[src/rtl/serial_sub_pkg.sv]
// Shared constants and FSM state type for the bit-serial subtractor.
package serial_sub_pkg;

    localparam int SS_WIDTH = 8;

    function automatic int ss_cnt_w(input int w);
        return $clog2(w) + 1;
    endfunction

    localparam int SS_CNT_W = ss_cnt_w(SS_WIDTH);

    typedef enum logic [1:0] {
        IDLE  = 2'd0,
        SHIFT = 2'd1,
        DONE  = 2'd2
    } ss_state_t;

endpackage

[src/rtl/serial_sub_fs1.sv]
// One-bit full subtractor: d = a - b - bin, bout = borrow out.
module fs1 (
    input  logic a,
    input  logic b,
    input  logic bin,
    output logic d,
    output logic bout
);

    assign d    = a ^ b ^ bin;
    assign bout = (~a & (b | bin)) | (b & bin);

endmodule

[src/rtl/serial_sub.sv]
// Bit-serial unsigned subtractor, LSB first, WIDTH+2 cycles per operation.
// Define SERIAL_SUB_OVF_EN to add the signed-overflow output s_Ovf.
module serial_sub
    import serial_sub_pkg::*;
#(
    parameter int WIDTH = SS_WIDTH
) (
    input  logic             s_clk,
    input  logic             s_rst,
    input  logic             s_start,
    input  logic [WIDTH-1:0] s_A,
    input  logic [WIDTH-1:0] s_B,
    input  logic             s_Bin,
    output logic [WIDTH-1:0] s_Diff,
    output logic             s_Bout,
    output logic             s_busy,
    output logic             s_done
`ifdef SERIAL_SUB_OVF_EN
    ,
    output logic             s_Ovf
`endif
);

    localparam int CW = ss_cnt_w(WIDTH);

    ss_state_t        r_state;
    ss_state_t        w_state_nxt;
    logic [CW-1:0]    r_cnt;
    logic [WIDTH-1:0] r_a;
    logic [WIDTH-1:0] r_b;
    logic [WIDTH-2:0] r_acc;
    logic             r_brw;
    logic [WIDTH-1:0] r_diff;
    logic             r_bout;
    logic             w_d;
    logic             w_bout;
    logic             w_last;
    logic             w_accept;
    logic [WIDTH-1:0] w_acc;

    fs1 u_fs1 (
        .a    (r_a[0]),
        .b    (r_b[0]),
        .bin  (r_brw),
        .d    (w_d),
        .bout (w_bout)
    );

    assign w_last   = (r_cnt == CW'(WIDTH - 1));
    assign w_accept = (r_state == IDLE) && s_start;
    // Newest bit enters at the top, so the final word is already aligned.
    assign w_acc    = {w_d, r_acc};

    always_ff @(posedge s_clk or posedge s_rst) begin
        if (s_rst) begin
            r_state <= IDLE;
        end else begin
            r_state <= w_state_nxt;
        end
    end

    always_comb begin
        w_state_nxt = r_state;
        unique case (r_state)
            IDLE:    if (s_start) w_state_nxt = SHIFT;
            SHIFT:   if (w_last) w_state_nxt = DONE;
            DONE:    w_state_nxt = IDLE;
            default: w_state_nxt = IDLE;
        endcase
    end

    always_ff @(posedge s_clk or posedge s_rst) begin
        if (s_rst) begin
            r_cnt  <= '0;
            r_a    <= '0;
            r_b    <= '0;
            r_acc  <= '0;
            r_brw  <= 1'b0;
            r_diff <= '0;
            r_bout <= 1'b0;
        end else if (w_accept) begin
            r_cnt <= '0;
            r_a   <= s_A;
            r_b   <= s_B;
            r_brw <= s_Bin;
        end else if (r_state == SHIFT) begin
            r_cnt <= r_cnt + CW'(1);
            r_a   <= r_a >> 1;
            r_b   <= r_b >> 1;
            r_brw <= w_bout;
            r_acc <= w_acc[WIDTH-1:1];
            if (w_last) begin
                r_diff <= w_acc;
                r_bout <= w_bout;
            end
        end
    end

`ifdef SERIAL_SUB_OVF_EN
    logic r_ovf;

    // On the last bit r_a[0]/r_b[0] hold the operand sign bits.
    always_ff @(posedge s_clk or posedge s_rst) begin
        if (s_rst) begin
            r_ovf <= 1'b0;
        end else if (r_state == SHIFT && w_last) begin
            r_ovf <= (r_a[0] ^ r_b[0]) & (r_a[0] ^ w_d);
        end
    end

    assign s_Ovf = r_ovf;
`endif

    assign s_Diff = r_diff;
    assign s_Bout = r_bout;
    assign s_busy = (r_state == SHIFT);
    assign s_done = (r_state == DONE);

endmodule

[config.mk]
export PLATFORM = sky130hd
export DESIGN_NAME = serial_sub
export DESIGN_NICKNAME = d
export VERILOG_FILES = /design/src/rtl/serial_sub_pkg.sv /design/src/rtl/serial_sub_fs1.sv /design/src/rtl/serial_sub.sv
export SDC_FILE = /design/constraint.sdc
export NUM_CORES = 1
export LEC_CHECK = 0
export BUFFER_PORTS_ARGS = -buffer_cell sky130_fd_sc_hd__buf_2
export CAP_MARGIN = 20
export CORE_ASPECT_RATIO = 2
export CORE_UTILIZATION = 40
export CTS_CLUSTER_SIZE = 14
export DETAILED_ROUTE_END_ITERATION = 8
export PLACE_DENSITY = 0.61
export SYNTH_ARGS = -nofsm -noshare
export SYNTH_HDL_FRONTEND = slang
export SYNTH_SLANG_ARGS = --single-unit
[constraint.sdc]
create_clock -name s_clk -period 1.9 [get_ports s_clk]
set_clock_uncertainty 0.2 [all_clocks]
set_input_delay 0.285 -clock s_clk [delete_from_list [all_inputs] [get_ports s_clk]]
set_output_delay 0.285 -clock s_clk [all_outputs]
set_load 0.01 [all_outputs]
**Word-level counts from Yosys, hierarchy flattened**

Index checks and enable logic that the tools add are counted.
W data, S select, Z words.

- Flip-flop bits (word level): 39
- Input bits: 20
- Word-level logic and storage cells: 39

- Add/sub/neg operators: 1
- Equality and inequality tests: 5
- Multiplexer cells: 11
- Bitwise gates (word level): 8
- Reduce and logical (&&, ||, !) cells: 6

Operator list:

| operator | count |
|---|---|
| $mux W8 | 4 |
| $mux W4 | 2 |
| $add A4 B1 Y4 const B | 1 |
| $eq A4 B3 Y1 const B | 1 |
| $mux W2 | 2 |
| $pmux W2 S2 | 1 |
| $reduce_and A2 Y1 | 2 |
| $reduce_and A3 Y1 | 1 |
| $and A1 B1 Y1 | 2 |
| $eq A2 B1 Y1 const B | 1 |
| $eq A2 B2 Y1 const B | 1 |
| $logic_not A2 Y1 | 1 |
| $mux W1 | 2 |
| $ne A2 B1 Y1 const B | 1 |
| $ne A2 B2 Y1 const B | 1 |
| $not A1 Y1 | 2 |
| $or A1 B1 Y1 | 2 |
| $reduce_bool A2 Y1 | 1 |
| $xor A1 B1 Y1 | 2 |
| $logic_and A1 B1 Y1 | 1 |

**Logic depth before layout (Yosys ltp)**

- Depth in word-level cells: 5
- Mapped depth: 6

**Cells and area by module**

From an unflattened synthesis, not the netlist that was laid out.

- Cells, all modules: 161
- Area total of the unflattened synthesis: 1711.6 µm²

By module, submodules not included:

| module | times used | cells each | area an instance (µm²) | sequential area each (µm²) |
|---|---|---|---|---|
| serial_sub | 1 | 158 | 1684.1 | 975.9 |
| fs1 | 1 | 3 | 27.5 | 0.0 |

**Least setup slack after synthesis**

No wires, ideal clock.

- Path type: reg-to-reg
- Start: register r_state[1]
- End: register r_bout, in the netlist s_Bout
- Library setup time: 0.125 ns
- Arrival time: 1.401 ns
- Required time: 1.575 ns
- Slack: 0.175 ns
- Stages on the path, launching flop included: 5
- Path buffers: 1
- Path through: dfrtp_1 nand2b_1 clkbuf_2 nor3_4 mux2_2

- Cells in the longest elaborated chain, start to end: 4

Ends and longest elaborated chain:

| element | RTL line | RTL |
|---|---|---|
| start, declared | serial_sub.sv:26 | `ss_state_t r_state;` |
| start signal, assigned | serial_sub.sv:58 | `r_state <= w_state_nxt;` |
| $logic_not A2 Y1 | serial_sub.sv:50 | `assign w_accept = (r_state == IDLE) && s_start;` |
| $logic_and A1 B1 Y1 | serial_sub.sv:50 |  |
| $not A1 Y1 (no line) | n/a |  |
| $reduce_and A3 Y1 (no line) (*) | n/a |  |
| end signal, assigned | serial_sub.sv:94 | `r_bout <= w_bout;` |
| end, declared | serial_sub.sv:34 | `logic r_bout;` |

Every way passes the cells marked *; elsewhere a longest branch is shown, timed or not.
A chain may end at the register's enable or synchronous reset.

**Worst setup path in the final report**

- Start: register r_state[1]
- End: output s_busy

- Cells in the longest elaborated chain, start to end: 1

Ends and longest elaborated chain:

| element | RTL line | RTL |
|---|---|---|
| $eq A2 B1 Y1 | serial_sub.sv:116 | `assign s_busy = (r_state == SHIFT);` |
| end, declared | serial_sub.sv:16 | `output logic s_busy,` |

No other way between the ends.

==> Implementation_results.wiki <==
{| class="wikitable"
! Metric !! Value
|-
| Final GP Congestion || ~0.76
|-
| Critical Path RT || between 1 and 1.5 ns
|-
| Standard cell core area || between 3000 and 4000 um2
|-
| Final design instance area without fill || 2040 um2
|-
| Detailed-route DRC error count || 0
|-
| Part of the cycle the worst path needs || 0.939
|-
| Maximum number of pins on one net before global-route repair || 40
|-
| Congestion Overflow GR || 0
|-
| Worst skew pair latency || roughly 0.29 ns
|-
| Ratio of routed vias to standard cells || about 5.0
|-
| Result of the run || finished clean
|-
| Met1 Track Usage GR || 0.192
|-
| Sequential group share of total power || 0.421
|-
| Maximum number of buffers from clock root to sink || 2
|-
| Die footprint || 4290 um2
|-
| Yosys Warn Count || 0
|-
| GR Layer Usage met3 || 0.0433
|-
| Number of instances in the synthesized netlist || 151
|-
| Count of input and output buffers || 30
|-
| Share of synthesized area occupied by flip-flops and latches || 0.607
|-
| I/O pin count || 31
|-
| Clock slew at the register clock pins of the worst setup and hold paths || about 0.07 ns
|-
| WHS Endpoint || r_b[1]
|-
| Combined area of all synthesized cells || about 1600 um2
|-
| Diodes inserted || 0
|-
| Global-route layer with the greatest usage || met2
|-
| Number of setup violations in the final report || 0
|-
| Nets in the synthesized netlist || 173
|-
| Hold path cells || 3
|-
| Initial antenna violation count || 0
|-
| TritonCTS clock tree || built
|-
| Htree depth || 2
|-
| Fraction of final layout cells sized beyond drive strength 1 || 0.303
|-
| Via count of the first global-routing pass || ~1200
|-
| Clock Sinks || 39
|-
| Final number of max-transition violations || 0
|-
| Worst Reg-to-Reg Cells || 4
|-
| Critical path data arrival time || between 1 and 1.5 ns
|-
| Leading cell type in the layout, fill and taps excluded || nand2_1
|-
| Reg-to-reg critical path startpoint || r_state[0]
|-
| Layout net count || around 220
|-
| Overall power || approximately 0.0034 W
|-
| Path category of the worst min-delay check || input port to flip-flop
|-
| Proportion of power drawn by combinational gates || 0.339
|-
| Instance area at placement || between 1500 and 2000 um2
|-
| Wire length of the first global-routing pass || about 5300 um
|-
| RSZ-0062 raised after global routing || no
|-
| Average cell area after synthesis || between 10 and 15 um2
|-
| Worst supply voltage drop on vdd || 964 uV
|-
| Switching component of the power || ~0.0011 W
|-
| Slew margin rel. || 0.585
|-
| F_max || ~0.56 GHz
|-
| Number of vias in the routed layout || roughly 1200
|-
| Width of the die || roughly 47 um
|-
| Combined flip-flop and latch cell area || a little under 1000 um2
|-
| Worst Hold Slack || 0.0128 ns
|-
| Top library cells by usage in the layout, fill and taps aside || 59 x nand2_1, 39 x dfrtp_1, 30 x buf_2, 15 x a22oi_1
|-
| Critical Path Sink Type || primary output
|-
| Share of total power consumed by net switching || 0.334
|-
| Library cell used as clock root buffer || clkbuf_8
|-
| Number of CTS-inserted buffers || 5
|-
| Number of max-cap violations || 0
|-
| Destination of the worst register-to-register timing path || r_a[0]
|-
| Fill cell total of the finished layout || 359
|-
| Internal Power || 0.00224 W
|-
| Gr usage total || 0.168
|-
| Slack of the worst reg-to-reg path || between 0.2 and 0.25 ns
|-
| Global routing met2 resource utilization || 0.284
|-
| Measured slew at the worst slew-check pin || ~0.62 ns
|-
| Number of distinct library cells after synthesis || 24
|-
| Signed area change from the synthesized netlist to the final layout || 26.9%
|-
| Initial detailed-routing violation count || 22
|-
| Beginning of the worst hold path || s_B[1]
|-
| Critical Setup Path Class || flip-flop to primary output
|-
| Overall routed net length || a little over 3000 um
|-
| Postcts setup bufs || 0
|-
| Area of the multi-input gates || roughly 600 um2
|-
| Site Rows || 32
|-
| Initial Util || 0.418
|-
| Number of optimization iterations in the first detailed-route pass || 4
|-
| Count of final hold-check violations || 0
|-
| Detail-routed net length per standard cell || around 12 um
|-
| Number of storage elements in the synthesis netlist || 39
|-
| Pwr/cell area || 1650 nW/um2
|-
| Antenna Violating Nets Remaining || 0
|-
| Critical path launch point type || flip-flop
|-
| Total leakage power || ~1.1 nW
|-
| Setup TNS after final layout || 0 ns
|-
| Clock share of power || 0.240
|-
| Die Y-Extent || 91.7 um
|-
| Time the final worst path needs with I/O delays and setup || 1.78 ns
|-
| Maximum fanout encountered on the critical timing path || 21
|-
| DP HPWL || 2230 um
|}
cells in the mapped netlist:
cell      number  area share
buf_2          2      0.0062
nand2b_1       1      0.0039
o21bai_1       1      0.0047
nor3b_2        1      0.0078
nor2b_1        1      0.0039
mux2_2         8       0.056
mux2i_1        2       0.012
clkbuf_2       1      0.0031
clkbuf_1       2      0.0047
or3b_2         1      0.0054
fa_1           1       0.012
inv_1          3      0.0070
nand2_1       59        0.14
ha_1           1      0.0078
a21oi_1        1      0.0031
o21ba_2        1      0.0062
nand4_1        1      0.0039
nand3_1        3      0.0093
dfrtp_1       39        0.61
nor3_4         1       0.010
o21ai_0        4       0.012
clkinv_1       1      0.0023
buf_1          1      0.0023
a22oi_1       15       0.070
state kept, by name, summed over array words and instances, names as in the netlist:
name     flops
r_acc        7
s_Bout       1
r_a          8
r_state      2
r_cnt        4
r_b          8
r_brw        1
s_Diff       8
metal layers:
metal | part of all wire | up-vias
met5 | 0 | -
li1 | - | 587
met1 | 0.40 | 597
met4 | 0.019 | 0
met2 | 0.54 | 30
met3 | 0.043 | 6
what timing repair did:
action,in CTS,in global routing
pin swaps,0,0
setup endpoints to repair,1,1
resized for setup,2,2
hold buffers,3,0
endpoints found under the hold margin,41,0
worst max path at each step:
stage / slack (ns) / startpoint / cells after the start / endpoint
after floorplan: 0.17 / r_state[1] / 4 / s_Bout
after global placement: 0.27 / r_state[0] / 4 / r_a[4]
after detailed placement: 0.20 / r_state[1] / 4 / s_Diff[4]
after CTS: 0.02 / r_state[1] / 4 / s_busy
after global routing: 0.03 / r_state[1] / 4 / s_busy
final: 0.12 / r_state[1] / 4 / s_busy
critical path, cell delays in order (launching register included):
cell      delay [ns]
dfrtp_1         0.41
nand2b_4        0.19
clkinv_1        0.10
buf_8           0.17
buf_2           0.15
logic make-up after synthesis:
logic type,after synthesis,synth area share
and+or+nand+nor,68,0.182
DFF,39,0.607
AOI/OAI and AO/OA,22,0.0965
buffers and inverters,10,0.0257
muxes,10,0.0685
adders and majority gates,2,0.0202
power groups by stage:
stage	sequential, W	clock [W]	combinational, W
after floorplan	0.00141	0	0.000737
after global placement	0.00141	0	0.00109
after detailed placement	0.00143	0	0.00113
after CTS	0.00142	0.000833	0.00114
after global routing	0.00147	0.000862	0.00129
final	0.00142	0.000809	0.00114
through the flow:
step	setup WS, ns	util	cells
after global placement	0.267	0.485	235
after global routing	0.0272	0.531	246
after detailed placement	0.195	0.485	235
after floorplan	0.175	-	151
after CTS	0.0186	0.529	246
final	0.116	0.531	246
area by class of cell:
type                       count  share of cell area
clock inverter                 2              0.0294
timing repair buffer          42               0.125
multi-input combinational    102               0.293
clock buffer                   6              0.0356
sequential                    39               0.478
tap                           51              0.0313
inverter                       4             0.00736
No activity file was read; power rests on OpenSTA's default activity.
